## src/rtl/id_ex_stage_reg_pkg.sv

```systemverilog
// Shared definitions for the ID/EX pipeline register: ALU command encodings,
// status-flag bit positions and the control-bit group carried through the stage.
package id_ex_stage_reg_pkg;

    localparam logic [3:0] EXE_MOV = 4'b0001;
    localparam logic [3:0] EXE_MVN = 4'b1001;
    localparam logic [3:0] EXE_ADD = 4'b0010;
    localparam logic [3:0] EXE_ADC = 4'b0011;
    localparam logic [3:0] EXE_SUB = 4'b0100;
    localparam logic [3:0] EXE_SBC = 4'b0101;
    localparam logic [3:0] EXE_AND = 4'b0110;
    localparam logic [3:0] EXE_ORR = 4'b0111;
    localparam logic [3:0] EXE_EOR = 4'b1000;
    localparam logic [3:0] EXE_CMP = 4'b0100;
    localparam logic [3:0] EXE_TST = 4'b0110;
    localparam logic [3:0] EXE_LDR = 4'b0010;
    localparam logic [3:0] EXE_STR = 4'b0010;

    localparam int SR_N = 3;
    localparam int SR_Z = 2;
    localparam int SR_C = 1;
    localparam int SR_V = 0;

    localparam logic [31:0] RESET_PC_DEFAULT = 32'h0000_0000;

    typedef struct packed {
        logic valid;
        logic wb_en;
        logic mem_r_en;
        logic mem_w_en;
        logic b;
        logic s;
    } ctrl_t;

    // A bubble must never write, branch or touch flags downstream.
    function automatic ctrl_t mask_ctrl(ctrl_t c);
        ctrl_t r;
        r = c;
        if (!c.valid) begin
            r.wb_en    = 1'b0;
            r.mem_r_en = 1'b0;
            r.mem_w_en = 1'b0;
            r.b        = 1'b0;
            r.s        = 1'b0;
        end
        return r;
    endfunction

endpackage

```

## src/rtl/id_ex_stage_reg_field.sv

```systemverilog
// Generic pipeline field register: synchronous reset and clear load CLR_VAL,
// hold keeps the current value, otherwise d is captured.
module pipe_field_reg #(
    parameter int          W       = 32,
    parameter logic [W-1:0] CLR_VAL = '0
) (
    input  logic         clk,
    input  logic         rst,
    input  logic         hold,
    input  logic         clear,
    input  logic [W-1:0] d,
    output logic [W-1:0] q
);

    logic [W-1:0] q_d;
    logic [W-1:0] q_q;

    // hold outranks clear so a stalled branch stays put until the stall ends
    always_comb begin
        q_d = d;
        if (hold) begin
            q_d = q_q;
        end else if (clear) begin
            q_d = CLR_VAL;
        end
    end

    always_ff @(posedge clk) begin
        if (rst) begin
            q_q <= CLR_VAL;
        end else begin
            q_q <= q_d;
        end
    end

    assign q = q_q;

endmodule

```

## src/rtl/id_ex_stage_reg.sv

```systemverilog
// ID/EX pipeline register: one-cycle capture of decoded control, operands and
// register indices, with freeze (stall hold), flush (branch bubble) and valid.
module id_ex_stage_reg
    import id_ex_stage_reg_pkg::*;
#(
    parameter int             DW        = 32,
    parameter int             EXE_CMD_W = 4,
    parameter logic [DW-1:0]  RESET_PC  = DW'(RESET_PC_DEFAULT)
) (
    input  logic                 clk,
    input  logic                 rst,
    input  logic                 freeze,
    input  logic                 flush,
    input  logic                 WB_EN_in,
    input  logic                 MEM_R_EN_in,
    input  logic                 MEM_W_EN_in,
    input  logic                 B_in,
    input  logic                 S_in,
    input  logic                 imm_in,
    input  logic [EXE_CMD_W-1:0] EXE_CMD_in,
    input  logic [DW-1:0]        PC_in,
    input  logic [DW-1:0]        Val_Rn_in,
    input  logic [DW-1:0]        Val_Rm_in,
    input  logic [11:0]          Shift_operand_in,
    input  logic [23:0]          Signed_imm_24_in,
    input  logic [3:0]           Dest_in,
    input  logic [3:0]           src1_in,
    input  logic [3:0]           src2_in,
    input  logic [3:0]           SR_in,
    input  logic                 valid_in,
    output logic                 WB_EN_out,
    output logic                 MEM_R_EN_out,
    output logic                 MEM_W_EN_out,
    output logic                 B_out,
    output logic                 S_out,
    output logic                 imm_out,
    output logic [EXE_CMD_W-1:0] EXE_CMD_out,
    output logic [DW-1:0]        PC_out,
    output logic [DW-1:0]        Val_Rn_out,
    output logic [DW-1:0]        Val_Rm_out,
    output logic [11:0]          Shift_operand_out,
    output logic [23:0]          Signed_imm_24_out,
    output logic [3:0]           Dest_out,
    output logic [3:0]           src1_out,
    output logic [3:0]           src2_out,
    output logic [3:0]           SR_out,
    output logic                 valid_out
);

    localparam int IDX_W  = EXE_CMD_W + 1 + 16;
    localparam int DATA_W = 2 * DW + 12 + 24;

    ctrl_t             ctrl_in;
    ctrl_t             ctrl_q;
    logic [IDX_W-1:0]  idx_in;
    logic [IDX_W-1:0]  idx_q;
    logic [DATA_W-1:0] data_in;
    logic [DATA_W-1:0] data_q;

    always_comb begin
        ctrl_in = mask_ctrl('{valid:    valid_in,
                              wb_en:    WB_EN_in,
                              mem_r_en: MEM_R_EN_in,
                              mem_w_en: MEM_W_EN_in,
                              b:        B_in,
                              s:        S_in});
    end

    assign idx_in  = {EXE_CMD_in, imm_in, Dest_in, src1_in, src2_in, SR_in};
    assign data_in = {Val_Rn_in, Val_Rm_in, Shift_operand_in, Signed_imm_24_in};

    pipe_field_reg #(.W($bits(ctrl_t)), .CLR_VAL('0)) u_ctrl (
        .clk(clk), .rst(rst), .hold(freeze), .clear(flush),
        .d(ctrl_in), .q(ctrl_q)
    );

    pipe_field_reg #(.W(IDX_W), .CLR_VAL('0)) u_idx (
        .clk(clk), .rst(rst), .hold(freeze), .clear(flush),
        .d(idx_in), .q(idx_q)
    );

    pipe_field_reg #(.W(DATA_W), .CLR_VAL('0)) u_data (
        .clk(clk), .rst(rst), .hold(freeze), .clear(flush),
        .d(data_in), .q(data_q)
    );

    pipe_field_reg #(.W(DW), .CLR_VAL(RESET_PC)) u_pc (
        .clk(clk), .rst(rst), .hold(freeze), .clear(flush),
        .d(PC_in), .q(PC_out)
    );

    assign valid_out    = ctrl_q.valid;
    assign WB_EN_out    = ctrl_q.wb_en;
    assign MEM_R_EN_out = ctrl_q.mem_r_en;
    assign MEM_W_EN_out = ctrl_q.mem_w_en;
    assign B_out        = ctrl_q.b;
    assign S_out        = ctrl_q.s;

    assign {EXE_CMD_out, imm_out, Dest_out, src1_out, src2_out, SR_out} = idx_q;
    assign {Val_Rn_out, Val_Rm_out, Shift_operand_out, Signed_imm_24_out} = data_q;

endmodule

```

## config.mk

```make
export PLATFORM = sky130hd
export DESIGN_NAME = id_ex_stage_reg
export DESIGN_NICKNAME = d
export VERILOG_FILES = /design/src/rtl/id_ex_stage_reg_pkg.sv /design/src/rtl/id_ex_stage_reg_field.sv /design/src/rtl/id_ex_stage_reg.sv
export SDC_FILE = /design/constraint.sdc
export NUM_CORES = 1
export LEC_CHECK = 0
export ABC_AREA = 1
export CAP_MARGIN = 30
export CELL_PAD_IN_SITES_DETAIL_PLACEMENT = 0
export CELL_PAD_IN_SITES_GLOBAL_PLACEMENT = 2
export CORE_UTILIZATION = 20
export CTS_BUF_LIST = sky130_fd_sc_hd__clkbuf_4
export DETAILED_ROUTE_END_ITERATION = 8
export PLACE_DENSITY = 0.88
export SLEW_MARGIN = 0
export SYNTH_ARGS = -nofsm -noshare
export SYNTH_HDL_FRONTEND = slang
export SYNTH_SLANG_ARGS = --single-unit
```

## constraint.sdc

```tcl
create_clock -name clk -period 1.6 [get_ports clk]
set_clock_uncertainty 0.2 [all_clocks]
set_input_delay 0.32 -clock clk [delete_from_list [all_inputs] [get_ports clk]]
set_output_delay 0.32 -clock clk [all_outputs]
set_load 0.03 [all_outputs]
```

==> Yosys cells after proc, flatten, opt, wreduce, memory -nomap -nowiden <==
Index checks and enable logic that the tools add are counted.
{ "totals": {"reg_bits": 159, "input_bits": 163, "wordCells": 9} }
{ "op_classes": {"n_mux": 5} }
{ "op_table": {"columns": ["operator", "count"], "rows": [
  ["two-way mux 100 bit", 1],
  ["two-way mux 32 bit", 1],
  ["two-way mux 21 bit", 1],
  ["two-way mux 6 bit", 1],
  ["two-way mux 5 bit", 1]
]} }

==> Logic depth before layout (Yosys ltp) <==
Gate-level depths: netlist of run 1.
{ "depth": {"ltp_word": 2, "ltp_mapped": 6, "mapped_depth_nobuf": 3} }

==> By module <==
A second synthesis of run 1 with hierarchy kept.
{ "unflattened": {"cells_unflattened": 698, "hier_area_um2": 5591.6} }
{ "modules_own_cells": {"columns": ["module", "n_inst", "cells_per_inst", "area_each_um2", "seq_area_each_um2"], "rows": [
  ["pipe_field_reg (u_data)", 1, 433, 3412.0, 2001.9],
  ["pipe_field_reg (u_pc)", 1, 139, 1132.3, 640.6],
  ["pipe_field_reg (u_idx)", 1, 91, 803.3, 420.4],
  ["pipe_field_reg (u_ctrl)", 1, 25, 206.4, 120.1],
  ["id_ex_stage_reg", 1, 10, 37.5, 0.0]
]} }

==> Worst setup path before layout of run 1 <==
Ideal clock, no wire load.
{ "synth_timing": {"path_kind": "input -> register", "startpoint": "input freeze", "endpoint": "register u_idx.q_q[10] (netlist: u_idx.q[10])", "setup_ns": 0.070, "arrival_ns": 1.031, "required_time_ns": 1.330, "setup_slack_ns": 0.299, "stages": 6, "n_path_buf": 3, "path_cell_list": "buf_2 nor2_4 buf_4 buf_6 nand2_1 a21oi_1"} }
{ "synth_rtl": {"columns": ["item", "line", "rtl"], "rows": [
  ["from (decl)", "id_ex_stage_reg.sv:12", "input logic freeze,"],
  ["to (signal assigned)", "id_ex_stage_reg_field.sv:32", "q_q <= q_d;"],
  ["to (decl)", "id_ex_stage_reg_field.sv:16", "logic [W-1:0] q_q;"]
]} }

==> Worst setup path after layout of run 1 <==
{ "layout_timing": {"startpoint": "register u_pc.q_q[21] (netlist: u_pc.q[21])", "endpoint": "output PC_out[21]"} }
{ "layout_rtl": {"columns": ["item", "line", "rtl"], "rows": [
  ["from (decl)", "id_ex_stage_reg_field.sv:16", null],
  ["from (signal assigned)", "id_ex_stage_reg_field.sv:32", null],
  ["to (decl)", "id_ex_stage_reg.sv:38", "output logic [DW-1:0] PC_out,"]
]} }
No word-level cell between the ends.

==> out/metrics.cfg, run 1 <==
[placed_design]
dpl_cell_area_sq_mm=0.00953
dpl.hpwl_um=13400
dp.cells=1328
place_congestion=0.713
io_buffer_count=321

[floorplanning]
die_w_um=167
initial_core_util=0.204
fp.dieH_um=167
coreArea_sq_mm=0.0269
die-area_sq_mm=0.0280
rows=60
io_pins=322

[grt]
antenna_found_initial=0
grt_overflow=0
grt_pass1_vias=5509
grt_max_degree=85
grt_pass1_wl_um=30100
grt_usage=0.136

[pwr]
swShare=0.297
seqPwrFrac=0.513
internal_power_mw=5.83
power_leakage_nw=4.03
power_density_mw_per_mm2=798
p_comb_frac=0.196
p_switching_mw=2.46
clock_power_share=0.291
ir_drop_v=0.000488

[sta]
final_max_slew_viol_count=0
worst_pin_slew_ns=0.388
finalCritPeriodShare=0.988
setup_violations=0
max_freq_mhz=633
min_period_ns=1.58
rsz0062_at_grt=yes
slew_headroom=0.742
hold_viol=0

[detailed_routing]
final_antenna_net_count=0
drc_errors=0
drt_iter0_markers=277
firstDrtPassIters=4
vias=5655
via_per_inst=4.07
drt-wirelength-per-cell_um=14.0
drt-total-wl_um=19400

[hold_path]
hp-class=input port to flop
hold-path-cell-count=3
hold_end=u_pc.q[19]
hold_start=PC_in[19]

[layout]
fin_cells=1390
final_area_sq_mm=0.0104
multi_input_area_sq_mm=0.00201
nNetsFinal=1199
diodes=0
drive_above_1_share=0.389
regArea_sq_mm=0.00338
area_growth_pct=89.8
fillers=2781

[setup_path]
crit_path_end_kind=output pin
reg2reg_depth=3
cp-start-kind=flop
crit_fanout=2
cpPeakStageDelay_ns=0.39
cp_num_buf_inv=1
worst_path_max_delay_cell=dfxtp_2
critPathKind=flop to output pin
crit-reg2reg-launch=u_data.q[82]
rr_endpoint=u_data.q[82]
path_cells=buf_12
r2r_setup_slack_ns=0.67
cp.arrival_ns=1.06
crit_family=flip-flops
required_ns=1.08

[synthesis]
yosys.area.top_type=dfxtp_1
ys_ff_latch=159
ys_seq_area_frac=0.582
syn_avg_cell_area_sq_um=7.93
yosysUniqueCellTypes=10
synthTopCellsByArea=dfxtp_1 58%, nand2_1 21%, a21oi_1 15%, buf_2 1.9%, buf_4 1.5%
synth_fp_nets=853
yosysTopAreaCellShare=0.582
syn-cell-area_sq_mm=0.00547
netlist_instances=690
yosysWarnings=0

[cts]
cts_buffers=17
clk_pin_slew_ns=0.17
cts_sinks=159
cts_tree=built
cts-root-buf=clkbuf_4
cts-htree-levels=4
clock_latency_ns=0.52
clockBufferDepth=2

[run_status]
status=complete, no violations

[run]
drv_cap=0

[metrics by stage]
step	util	TNS (ns)	setup WS, ns	total power [mW]	hold WS, ns
2_1_floorplan	-	0	0.299	4.91	0.263
3_3_place_gp	0.355	-12.38	-0.123	5.85	0.243
3_5_place_dp	0.355	-16.95	-0.157	5.86	0.248
4_1_cts	0.380	-4.87	-0.0729	8.45	0.00216
5_1_grt	0.386	-8.73	-0.102	8.73	0.0128
6_report	0.386	0	0.0197	8.29	0.0894
[worst max-delay path by stage]
stage	endpoint	slack, ns	depth (start not counted)	start
floorplan	u_idx.q[10]	0.30	6	freeze
global placement	u_data.q[74]	-0.12	6	flush
detailed placement	u_ctrl.q[2]	-0.16	6	flush
CTS	PC_out[21]	-0.07	1	u_pc.q[21]
global route	Val_Rm_out[10]	-0.10	1	u_data.q[46]
finish	PC_out[21]	0.02	1	u_pc.q[21]
[tightest hold or removal path, delay by kind of cell]
kind                   cells  cell delay [ns]
AO/OA/AOI/OAI              1             0.05
buffers and inverters      1             0.39
AND/OR/NAND/NOR            1             0.06
[cells in the mapped netlist]
| master | count |
|---|---|
| nor2_4 | 1 |
| buf_2 | 21 |
| clkbuf_1 | 15 |
| a21oi_1 | 159 |
| nand2_1 | 313 |
| buf_6 | 2 |
| buf_1 | 4 |
| buf_4 | 11 |
| nand3_1 | 5 |
| dfxtp_1 | 159 |
[power by group through the flow]
stage	clock (mW)	sequential (mW)	combinational [mW]
global route	2.73	4.27	1.74
floorplan	0	4.56	0.342
finish	2.41	4.25	1.62
global placement	0	4.28	1.57
CTS	2.58	4.25	1.62
detailed placement	0	4.29	1.57
[routing by layer]
layer | share of wire | global-route usage
met5 | 0 | 0
met4 | 0.0090 | 0.0319
met3 | 0.086 | 0.0577
met2 | 0.47 | 0.223
met1 | 0.44 | 0.164
[state kept, by name, indices dropped and copies added, names as in the netlist]
name	count
u_idx.q	21
u_pc.q	32
u_ctrl.q	6
u_data.q	100
[cells in the final DEF (no fill, tap or decap), drive strengths merged]
master and n:
nand2 313, dfxtp 159, inv 4, clkbuf 18
clkinvlp 4, a21oi 159, nand3 5, nor2 1
buf 218, dlygate4sd3 2, clkinv 5, bufinv 1
clkdlybuf4s50 160
[area by class of cell]
| type | count | share of cell area |
|---|---|---|
| clock buffers | 18 | 0.0130 |
| repair buffers | 380 | 0.414 |
| multi-input cells | 478 | 0.193 |
| flip-flops and latches | 159 | 0.326 |
| well taps | 341 | 0.0411 |
| clock inverters | 14 | 0.0127 |
[logic make-up after synthesis]
kind of cell	count (synthesis)	synth area share
AO/OA/AOI/OAI	159	0.145
AND/OR/NAND/NOR	319	0.221
flip-flops	159	0.582
buffers and inverters	53	0.0515
[repair_timing]
action / in CTS / in global routing
endpoints found under the setup margin: 159 / 159
hold endpoints to repair: 15 / 0
resized for setup: 1027 / 1
setup buffers: 7 / 21
hold buffers: 2 / 0
No activity file was read; power rests on OpenSTA's default activity.
==> run 2, diff against run 1 <==
Settings changed: CORE_UTILIZATION 20 to 34, DONT_BUFFER_PORTS from default to 1.
==> run 2 against run 1 <==
  * The flow now stops in 4_1_cts
  * Synthesized cell count did not move
  * Area after synthesis did not move
==> out/metrics.cfg, run 2 <==
[run_status]
status=aborted with a tool error
stop_stage=4_1_cts
firstError=[ERROR RSZ-0060] Max buffer count reached.

[floorplanning]
io_pins=322  ; unchanged
initial_core_util=0.347  ; +0.143
fp.dieH_um=129  ; -23%
rows=46  ; -23%
die_w_um=129  ; -23%

[synthesis]
synth_fp_nets=853  ; unchanged
synth_edf_count=0  ; unchanged
yosysTopAreaCellShare=0.582  ; unchanged
yosys_most_used_dff=dfxtp_1
synth_most_common_cell=nand2_1
syn-cell-area_sq_mm=0.00547  ; unchanged
synth_common_cells=313 x nand2_1, 159 x a21oi_1, 159 x dfxtp_1, 21 x buf_2, 15 x clkbuf_1
syn_avg_cell_area_sq_um=7.93  ; unchanged
synthTopCellsByArea=dfxtp_1 58%, nand2_1 21%, a21oi_1 15%, buf_2 1.9%, buf_4 1.5%
netlist_instances=690  ; unchanged
yosysWarnings=0  ; unchanged
synthArstFlopShare=0  ; unchanged
yosysUniqueCellTypes=10  ; unchanged
yosys.area.top_type=dfxtp_1
ys_ff_latch=159  ; unchanged
ys_seq_area_frac=0.582  ; unchanged

[cts]
post_cts_buffers=0  ; -7
cts_sinks=159  ; unchanged
cts-root-buf=clkbuf_4
cts_resized=162  ; -84%
cts-htree-levels=4  ; unchanged
clockBufferDepth=2  ; unchanged
cts_buffers=17  ; unchanged
postCtsHoldBufs=178  ; +176

[placed_design]
place_congestion=0.722  ; +1.2%
io_buffer_count=0  ; -100%
dpl.hpwl_um=9020  ; -32%

run 2: kinds of logic after synthesis:
group | synth area share
buf+inv | 0.0515
flops | 0.582
simple gates | 0.221
compound gates | 0.145
run 2: stage by stage:
step / worst slack, ns / instance area (sq um) / std cells
2_1_floorplan: 0.299 / 5470 / 690
3_3_place_gp: 0.247 / 5500 / 855
3_5_place_dp: 0.206 / 5500 / 855
==> run 3, diff against run 2 <==
Settings changed: CELL_PAD_IN_SITES_DETAIL_PLACEMENT 0 to default, CELL_PAD_IN_SITES_GLOBAL_PLACEMENT 2 to default, CORE_AREA from default to 2 2 124 126, CORE_UTILIZATION 34 to default, CTS_BUF_LIST sky130_fd_sc_hd__clkbuf_4 to default, DIE_AREA from default to 0 0 126 128, PLACE_DENSITY 0.88 to default, PLACE_DENSITY_LB_ADDON from default to 0.15.
==> run 3 against run 2 <==
  * The flow again stops in 4_1_cts
  * Synthesized cell count did not move
  * Area after synthesis did not move
==> out/metrics.cfg, run 3 <==
[run_status]
status=aborted with a tool error
firstError=[ERROR RSZ-0060] Max buffer count reached.
stop_stage=4_1_cts

[cts]
cts-htree-levels=4  ; unchanged
cts_resized=0  ; -100%
postCtsHoldBufs=174  ; -2.2%
cts-root-buf=clkbuf_16
post_cts_buffers=0  ; unchanged
clockBufferDepth=2  ; unchanged
cts_buffers=17  ; unchanged
cts_sinks=159  ; unchanged

[synthesis]
syn-cell-area_sq_mm=0.00547  ; unchanged
synthTopCellsByArea=dfxtp_1 58%, nand2_1 21%, a21oi_1 15%, buf_2 1.9%, buf_4 1.5%
yosysWarnings=0  ; unchanged
syn_avg_cell_area_sq_um=7.93  ; unchanged
yosysUniqueCellTypes=10  ; unchanged
ys_seq_area_frac=0.582  ; unchanged
yosysTopAreaCellShare=0.582  ; unchanged
yosys_most_used_dff=dfxtp_1
synth_fp_nets=853  ; unchanged
yosys.area.top_type=dfxtp_1
netlist_instances=690  ; unchanged
synth_most_common_cell=nand2_1
synth_common_cells=313 x nand2_1, 159 x a21oi_1, 159 x dfxtp_1, 21 x buf_2, 15 x clkbuf_1
synth_edf_count=0  ; unchanged
synthArstFlopShare=0  ; unchanged
ys_ff_latch=159  ; unchanged

[floorplanning]
die_w_um=126  ; -2.2%
io_pins=322  ; unchanged
rows=45  ; -2.2%
fp.dieH_um=128  ; -0.66%
initial_core_util=0.368  ; +0.0211

[placed_design]
place_congestion=0.744  ; +3.1%
dpl.hpwl_um=9410  ; +4.3%
io_buffer_count=0  ; unchanged

-- run 3: metrics by stage --
stage	setup slack, ns	hold slack (ns)	util	std cells	instance area [sq um]
after floorplan	0.299	0.263	-	690	5470
after global placement	0.255	0.201	0.368	827	5470
after detailed placement	0.217	0.201	0.368	827	5470
-- run 3: kinds of logic after synthesis --
logic type / after synthesis / share of synthesized area
AOI/OAI and AO/OA: 159 / 0.145
buffers and inverters: 53 / 0.0515
DFF: 159 / 0.582
and+or+nand+nor: 319 / 0.221
